File: src/rtl/keypad_scanner.sv
// keypad_scanner: 4x4 matrix keypad reader with press/release debounce and a
// valid/ack output handshake.
//
// Ports:
//   clk        system clock
//   reset      asynchronous active-high reset
//   rows_n     keypad rows, active-low, asynchronous to clk
//   key_ack    consumer acknowledge, only meaningful while key_valid=1
//   cols_n     column drive, active-low one-cold
//   key_code   encoded key of the last accepted press
//   key_valid  key_code holds a key not yet acknowledged
module keypad_scanner #(
  parameter int SCAN_TICKS     = 10000,
  parameter int DEBOUNCE_SCANS = 4
) (
  input  logic       clk,
  input  logic       reset,
  input  logic [3:0] rows_n,
  input  logic       key_ack,
  output logic [3:0] cols_n,
  output logic [3:0] key_code,
  output logic       key_valid
);

  localparam int TW = $clog2(SCAN_TICKS + 1);
  localparam int DW = $clog2(DEBOUNCE_SCANS + 1);

  // Indexed by {row, col}; entry 0 is row0/col0.
  localparam logic [15:0][3:0] KEY_MAP = {
    4'hD, 4'hF, 4'h0, 4'hE,
    4'hC, 4'h9, 4'h8, 4'h7,
    4'hB, 4'h6, 4'h5, 4'h4,
    4'hA, 4'h3, 4'h2, 4'h1
  };

  typedef enum logic [1:0] {SCAN, PRESS_DB, WAIT_REL} state_t;

  state_t        state;
  logic [3:0]    rows_m, rows_s;
  logic [TW-1:0] tick_cnt;
  logic [1:0]    col, cap_row, pick_row;
  logic [DW-1:0] db_cnt, db_nxt;
  logic          tick, row_hit, cap_low, db_done, accept;

  // Two-flop synchronizer; idle (released) rows read as 1.
  always_ff @(posedge clk or posedge reset) begin
    if (reset) begin
      rows_m <= 4'b1111;
      rows_s <= 4'b1111;
    end else begin
      rows_m <= rows_n;
      rows_s <= rows_m;
    end
  end

  // Free-running dwell counter, independent of FSM state.
  always_ff @(posedge clk or posedge reset) begin
    if (reset) tick_cnt <= '0;
    else       tick_cnt <= tick ? '0 : tick_cnt + 1'b1;
  end

  assign tick = (tick_cnt == TW'(SCAN_TICKS));

  // Lowest-index low row wins when several keys share the column.
  always_comb begin
    pick_row = 2'd3;
    if      (!rows_s[0]) pick_row = 2'd0;
    else if (!rows_s[1]) pick_row = 2'd1;
    else if (!rows_s[2]) pick_row = 2'd2;
  end

  assign row_hit = (rows_s != 4'b1111);
  assign cap_low = !rows_s[cap_row];
  assign db_nxt  = db_cnt + 1'b1;
  assign db_done = (db_nxt == DW'(DEBOUNCE_SCANS));
  assign accept  = tick && (state == PRESS_DB) && cap_low && db_done;

  // cols_n is kept as its own rotating register so the pins never glitch
  // through a decode of col.
  always_ff @(posedge clk or posedge reset) begin
    if (reset) begin
      state     <= SCAN;
      col       <= 2'd0;
      cols_n    <= 4'b1110;
      cap_row   <= 2'd0;
      db_cnt    <= '0;
      key_code  <= 4'h0;
      key_valid <= 1'b0;
    end else begin
      // An accepted press is dropped if the previous key is still pending;
      // the FSM still goes to WAIT_REL so the press is never re-reported.
      if (accept && (!key_valid || key_ack)) begin
        key_code  <= KEY_MAP[{cap_row, col}];
        key_valid <= 1'b1;
      end else if (key_valid && key_ack) begin
        key_valid <= 1'b0;
      end

      if (tick) begin
        case (state)
          SCAN: begin
            if (row_hit) begin
              cap_row <= pick_row;
              db_cnt  <= '0;
              state   <= PRESS_DB;
            end else begin
              col    <= col + 2'd1;
              cols_n <= {cols_n[2:0], cols_n[3]};
            end
          end
          PRESS_DB: begin
            if (cap_low) begin
              if (db_done) begin
                db_cnt <= '0;
                state  <= WAIT_REL;
              end else begin
                db_cnt <= db_nxt;
              end
            end else begin
              state  <= SCAN;
              col    <= col + 2'd1;
              cols_n <= {cols_n[2:0], cols_n[3]};
            end
          end
          WAIT_REL: begin
            if (!cap_low) begin
              if (db_done) begin
                db_cnt <= '0;
                state  <= SCAN;
                col    <= col + 2'd1;
                cols_n <= {cols_n[2:0], cols_n[3]};
              end else begin
                db_cnt <= db_nxt;
              end
            end else begin
              db_cnt <= '0;
            end
          end
          default: state <= SCAN;
        endcase
      end
    end
  end

endmodule

File: config.mk
export PLATFORM = sky130hd
export DESIGN_NAME = keypad_scanner
export DESIGN_NICKNAME = d
export VERILOG_FILES = /design/src/rtl/keypad_scanner.sv
export SDC_FILE = /design/constraint.sdc
export NUM_CORES = 1
export LEC_CHECK = 0
export CAP_MARGIN = 20
export CORE_MARGIN = 2
export CORE_UTILIZATION = 40
export CTS_CLUSTER_SIZE = 10
export DETAILED_ROUTE_END_ITERATION = 16
export SLEW_MARGIN = 20
export SYNTH_ARGS = -nofsm -noshare
export SYNTH_HDL_FRONTEND = slang
export SYNTH_SLANG_ARGS = --single-unit
File: constraint.sdc
create_clock -name clk -period 4.7 [get_ports clk]
set_input_delay 0.94 -clock clk [delete_from_list [all_inputs] [get_ports clk]]
set_output_delay 0.94 -clock clk [all_outputs]
set_load 0.05 [all_outputs]
==> load_flow_metrics.sql <==
INSERT INTO impl_metrics (metric_group, metric, value, unit) VALUES
('status', 'status', 'finished clean', ''),
('cts', 'cts.reportedPaths.clkPinSlew', '0.07', 'ns'),
('final_layout', 'drive_above_1_share', '17.89', '%'),
('worst_hold_path', 'hold_path_sink', 'rows_s[0]$_DFF_PP1_', ''),
('synthesis', 'library_cell_occupying_the_most_area_in_the_post_synthesis_netlist', 'dfrtp_1', ''),
('placed_design', 'place_congestion', '0.8492', ''),
('worst_hold_path', 'worstHoldStart', 'rows_m[0]$_DFF_PP1_', ''),
('cts', 'cts_tree', 'yes', ''),
('run', 'drv_cap', '0', ''),
('setup_path', 'start_kind', 'flip-flop', ''),
('timing', 'timing_hold_violations_final', '0', ''),
('setup_path', 'critical_path_peak_fanout', '3', ''),
('routing', 'drtAntennaViolNets', '0', ''),
('die', 'start_util', '42.10', '%'),
('worst_hold_path', 'hold_path_depth', '0', ''),
('synthesis', 'post_synth.cell_area_avg', '11.93', 'µm²'),
('die', 'core_area', '4817', 'µm²'),
('power_and_ir_drop', 'ir_drop', '0.0001216', 'V'),
('synthesis', 'synth_compound_area_share', '5.429', '%'),
('setup_path', 'critical_path.max_stage_delay', '0.80', 'ns'),
('placed_design', 'place.detailed.hpwl', '2.539', 'mm'),
('routing', 'initial_drt_markers', '56', ''),
('power_and_ir_drop', 'cellLeakagePower', '1.038', 'nW'),
('final_layout', 'area_taken_by_multi_input_logic_gates', '932.1', 'µm²'),
('die', 'die_h', '75.21', 'µm'),
('routing', 'drt_pass1_iterations', '4', ''),
('die', 'floorplan.io_pins', '16', ''),
('worst_hold_path', 'hp-class', 'flip-flop to flip-flop', ''),
('setup_path', 'cp_top_family', 'buffers and inverters', ''),
('global_route', 'vias_in_the_first_global_route', '1315', ''),
('global_route', 'gr-usage-all-layers', '14.03', '%'),
('final_layout', 'regArea', '1015', 'µm²'),
('setup_path', 'critPathCaptureType', 'output port', ''),
('setup_path', 'cp.arrival', '1.63', 'ns'),
('timing', 'achievable-frequency', '389.7', 'MHz'),
('die', 'placement_rows', '25', ''),
('timing', 'timing.slew.headroom', '39.67', '%'),
('timing', 'rsz0062_at_grt', 'false', ''),
('routing', 'detail_route.wl_per_cell', '13.19', 'µm'),
('synthesis', 'seq_area_frac_synth', '50.03', '%'),
('synthesis', 'dominant_combinational_cell_family_by_area_after_synthesis', 'simple AND/OR/NAND/NOR gates', ''),
('synthesis', 'yosys_register_bits', '40', ''),
('setup_path', 'reg2reg_to', 'cols_n[0]$_DFFE_PP0P_', ''),
('die', 'die_area', '5656', 'µm²'),
('synthesis', 'synth_warnings', '0', ''),
('global_route', 'grt_overflow', '0', ''),
('global_route', 'grt_max_degree', '25', ''),
('synthesis', 'synthXorXnorAreaFrac', '4.318', '%'),
('setup_path', 'worstPathCellList', 'clkdlybuf4s50_1', ''),
('setup_path', 'critPathKind', 'flip-flop to output port', ''),
('global_route', 'initial_antenna_violation_count', '0', ''),
('routing', 'totalWireLength', '3.390', 'mm'),
('setup_path', 'timing.critical_path.required', '3.76', 'ns'),
('final_layout', 'post-route-util', '48.31', '%'),
('cts', 'total_number_of_h_tree_levels', '2', ''),
('synthesis', 'synth_fp_nets', '190', ''),
('cts', 'clock_path_buffers', '2', ''),
('synthesis', 'synth-simple-area-share', '14.50', '%'),
('synthesis', 'post_synth_inst_count', '170', ''),
('cts', 'clkSinkCount', '40', ''),
('placed_design', 'io_buffers', '15', ''),
('final_layout', 'antennaDiodeCount', '0', ''),
('routing', 'drc', '0', ''),
('global_route', 'global_route_wire_length_before_repair', '6.009', 'mm'),
('setup_path', 'critPathBufInv', '1', ''),
('cts', 'clkLatencyLatePin', '0.29', 'ns'),
('die', 'die_width', '75.21', 'µm'),
('final_layout', 'area_growth_syn_to_layout', '14.74', '%'),
('synthesis', 'yosys-mux-area-fraction', '13.70', '%'),
('timing', 'report.final.slew_viol_count', '0', ''),
('timing', 'final.setup.tns', '0', 'ns');
## cells in the final DEF (no fill, tap or decap), types with 3 or more instances in the layout
master	Yosys	layout
and3_1	5	5
and4_1	3	3
mux2_4	5	5
clkbuf_8	0	6
mux2i_1	9	9
inv_1	13	13
xor2_1	4	4
nand3_1	6	6
clkdlybuf4s50_1	0	15
o21ai_0	3	3
dfrtp_1	29	29
mux2_2	8	8
xnor2_1	6	6
nand2_1	9	9
dfstp_2	11	11
ha_1	13	13
and2_1	4	4
nand4_1	7	7
a21oi_1	3	3
nor2_1	8	8
## report_power, final
part           switching [W]  internal, W
sequential        0.00000224     0.000351
combinational     0.00000873   0.00000688
clock               0.000109     0.000120
## registers in the layout, summed over array words and instances, names as in the netlist
name,cells
cap_row,2
key_valid,1
db_cnt,3
cols_n,4
state,2
key_code,4
rows_s,4
rows_m,4
col,2
tick_cnt,14
## worst max-delay path by stage
stage / from / endpoint / cells after the start
after floorplan: db_cnt[0]$_DFFE_PP0P_ / col[1]$_DFFE_PP0P_ / 7
after global placement: reset / cols_n[1]$_DFFE_PP1P_ / 3
after detailed placement: tick_cnt[0]$_DFF_PP0_ / cols_n[0]$_DFFE_PP0P_ / 6
after CTS: cols_n[2]$_DFFE_PP1P_ / cols_n[2] / 1
after global routing: cols_n[2]$_DFFE_PP1P_ / cols_n[2] / 1
final: cols_n[2]$_DFFE_PP1P_ / cols_n[2] / 1
## logic make-up (layout without fill, tap and decap cells)
logic type      Yosys count  in the layout
simple gates             51             51
flops                    40             40
mux                      23             23
buf+inv                  17             37
compound gates           16             16
fa+ha+maj                13             13
xor+xnor                 10             10
## routing by layer
metal  up-vias  track usage [%]  routed length (µm)
li1        634                -                   -
met1       650            19.44                1725
met2        25            21.83                1511
met3         6            2.811                 101
met4         0            5.263                  52
met5         -                0                   0
## metrics by stage
step                      instances  instance area [µm²]   power, W  setup WS, ns  hold slack (ns)
final                           257                 2327  0.0005974         2.134           0.3513
after global routing            257                 2327  0.0006245         2.083           0.3613
after CTS                       257                 2327  0.0006062         2.114           0.3581
after detailed placement        249                 2237  0.0003752         2.305           0.3476
after global placement          249                 2237  0.0003746         2.387           0.3467
after floorplan                 170                 2028  0.0003664         2.854           0.3452
## cell usage after synthesis
| master | number |
|---|---|
| nor2_1 | 8 |
| mux4_2 | 1 |
| xnor2_1 | 6 |
| mux2i_1 | 9 |
| nand2_1 | 9 |
| o211ai_1 | 1 |
| xor2_1 | 4 |
| and3_1 | 5 |
| o21ai_0 | 3 |
| ha_1 | 13 |
| dfstp_2 | 11 |
| nor4b_1 | 1 |
| nand2b_4 | 1 |
| dfrtp_1 | 29 |
| inv_1 | 13 |
| nand3_1 | 6 |
| o2111ai_1 | 1 |
| a211oi_1 | 2 |
| mux2_2 | 8 |
| o31ai_1 | 2 |
| nor4bb_1 | 1 |
| nor2b_1 | 1 |
| mux2_4 | 5 |
| nor3b_1 | 1 |
| or2_2 | 1 |
| and4_1 | 3 |
| and2_1 | 4 |
| o221ai_1 | 1 |
| a21oi_1 | 3 |
| buf_6 | 2 |
| nand2b_1 | 2 |
| a21o_1 | 1 |
| nand4_1 | 7 |
| nand4b_1 | 1 |
| a41oi_1 | 2 |
| buf_2 | 2 |
## cell type report
cell class / count / area share [%]
Sequential cell: 40 / 43.60
Tap cell: 67 / 3.602
Clock buffer: 8 / 3.871
Timing Repair Buffer: 16 / 6.774
Inverter: 13 / 2.097
Multi-Input combinational cell: 113 / 40.05
(Power assumes the default switching activity.)
==> variant, RTL diff (same settings) <==
Register the input `key_ack` before use. The logic sees it one clock later. The other inputs are not delayed to match.
--- a/src/rtl/keypad_scanner.sv
+++ b/src/rtl/keypad_scanner.sv
@@ -34,6 +34,12 @@
   };
 
   typedef enum logic [1:0] {SCAN, PRESS_DB, WAIT_REL} state_t;
+
+  logic key_ack_q;
+
+  always_ff @(posedge clk) begin
+    key_ack_q <= key_ack;
+  end
 
   state_t        state;
   logic [3:0]    rows_m, rows_s;
@@ -89,10 +95,10 @@
     end else begin
       // An accepted press is dropped if the previous key is still pending;
       // the FSM still goes to WAIT_REL so the press is never re-reported.
-      if (accept && (!key_valid || key_ack)) begin
+      if (accept && (!key_valid || key_ack_q)) begin
         key_code  <= KEY_MAP[{cap_row, col}];
         key_valid <= 1'b1;
-      end else if (key_valid && key_ack) begin
+      end else if (key_valid && key_ack_q) begin
         key_valid <= 1'b0;
       end
 
Formal check against the unedited RTL: no difference found for any inputs over 10 cycles, from zero or initial values and one cycle with reset high; that may be too few to reach the edited logic, so the function may still have changed.
==> variant against the unedited design <==
- synthesized area down 0.49%
- critical path depth is 5 higher
- register-to-register slack worse by 0.35 ns
- sequential cell count grew 1
- power is 7.2% higher
- sequential power grew 2%
- final cell count grew 2.3%
- synthesized cell count rose by 3.5%
- routed wire length rose by 10%
- design area grew 1.3%
- setup slack got worse by 0.23 ns
==> variant: results (changes against the unedited design) <==
outcome finished clean (unchanged); gr usage total 15.71% (was 14.03%); CP arrival 2.98 ns (was 1.63 ns); number of clock buffers in the layout 6 (was 8); buffer share of cell area 7.006% (was 6.774%); switching share of total power 21.44% (was 20.14%); r2r endpoint key_code[3] (was cols_n[0]); multi-input gates 115 (was 113); WHS 0.3531 ns (was 0.3513 ns); clock share of power 41.3% (was 38.3%); crit path max fanout 7 (was 3); Post-Syn Area per Cell 11.47 sq um (was 11.93 sq um); Synth top cells by count dfrtp_1, inv_1, ha_1, mux2_2 (was dfrtp_1, ha_1, inv_1, dfstp_2); unique cell type count in the Yosys netlist 42 (was 36); Layout clock area frac 4.671% (was 3.871%); placed wire-length estimate 2771 um (was 2539 um); fmax 0.3582 GHz (was 0.3897 GHz); P_comb 0.0145 mW (was 0.0156 mW); main area contributors after synthesis dfrtp_1, dfstp_2, ha_1 (unchanged); Inverters 15 (was 13); CTS sink cnt 41 (was 40); largest net degree at the start of global routing 41 (was 25); Slew HR 64.40% (was 39.67%); asr flop ratio synth 97.56% (was 100.0%); vias in the first global route 1405 (was 1315); final WL 3736 um (was 3390 um)
## variant: cell count changes in the layout (fill, tap and decap cells not counted), sizes merged, moves of 3 or more
cell | before | now
mux2i | 9 | 6
nor2 | 8 | 11
nor4 | 0 | 3
or4 | 0 | 3
## variant: per-layer routing
metal / vias up / GRT usage (%) / routed length [um]
met5: - / 0 / 0
met4: 0 / 5.357 / 45
met3: 7 / 4.016 / 120
met2: 24 / 26.22 / 1925
met1: 672 / 19.91 / 1645
li1: 655 / - / -
## variant: worst max-delay path: stages (launching register included)
cell and delay (ns):
dfrtp_1 0.44, inv_1 0.08, ha_1 0.13, or4b_1 0.45, or4_1 0.67, nor3_1 0.51
mux2_2 0.40
## variant: logic make-up (layout without fill, tap and decap cells)
group,Yosys count,count (layout)
AND/OR/NAND/NOR,53,53
flip-flops,41,41
AO/OA/AOI/OAI,20,20
multiplexers,20,20
buffers and inverters,20,40
adder cells (fa/ha/maj),13,13
XOR/XNOR,9,9
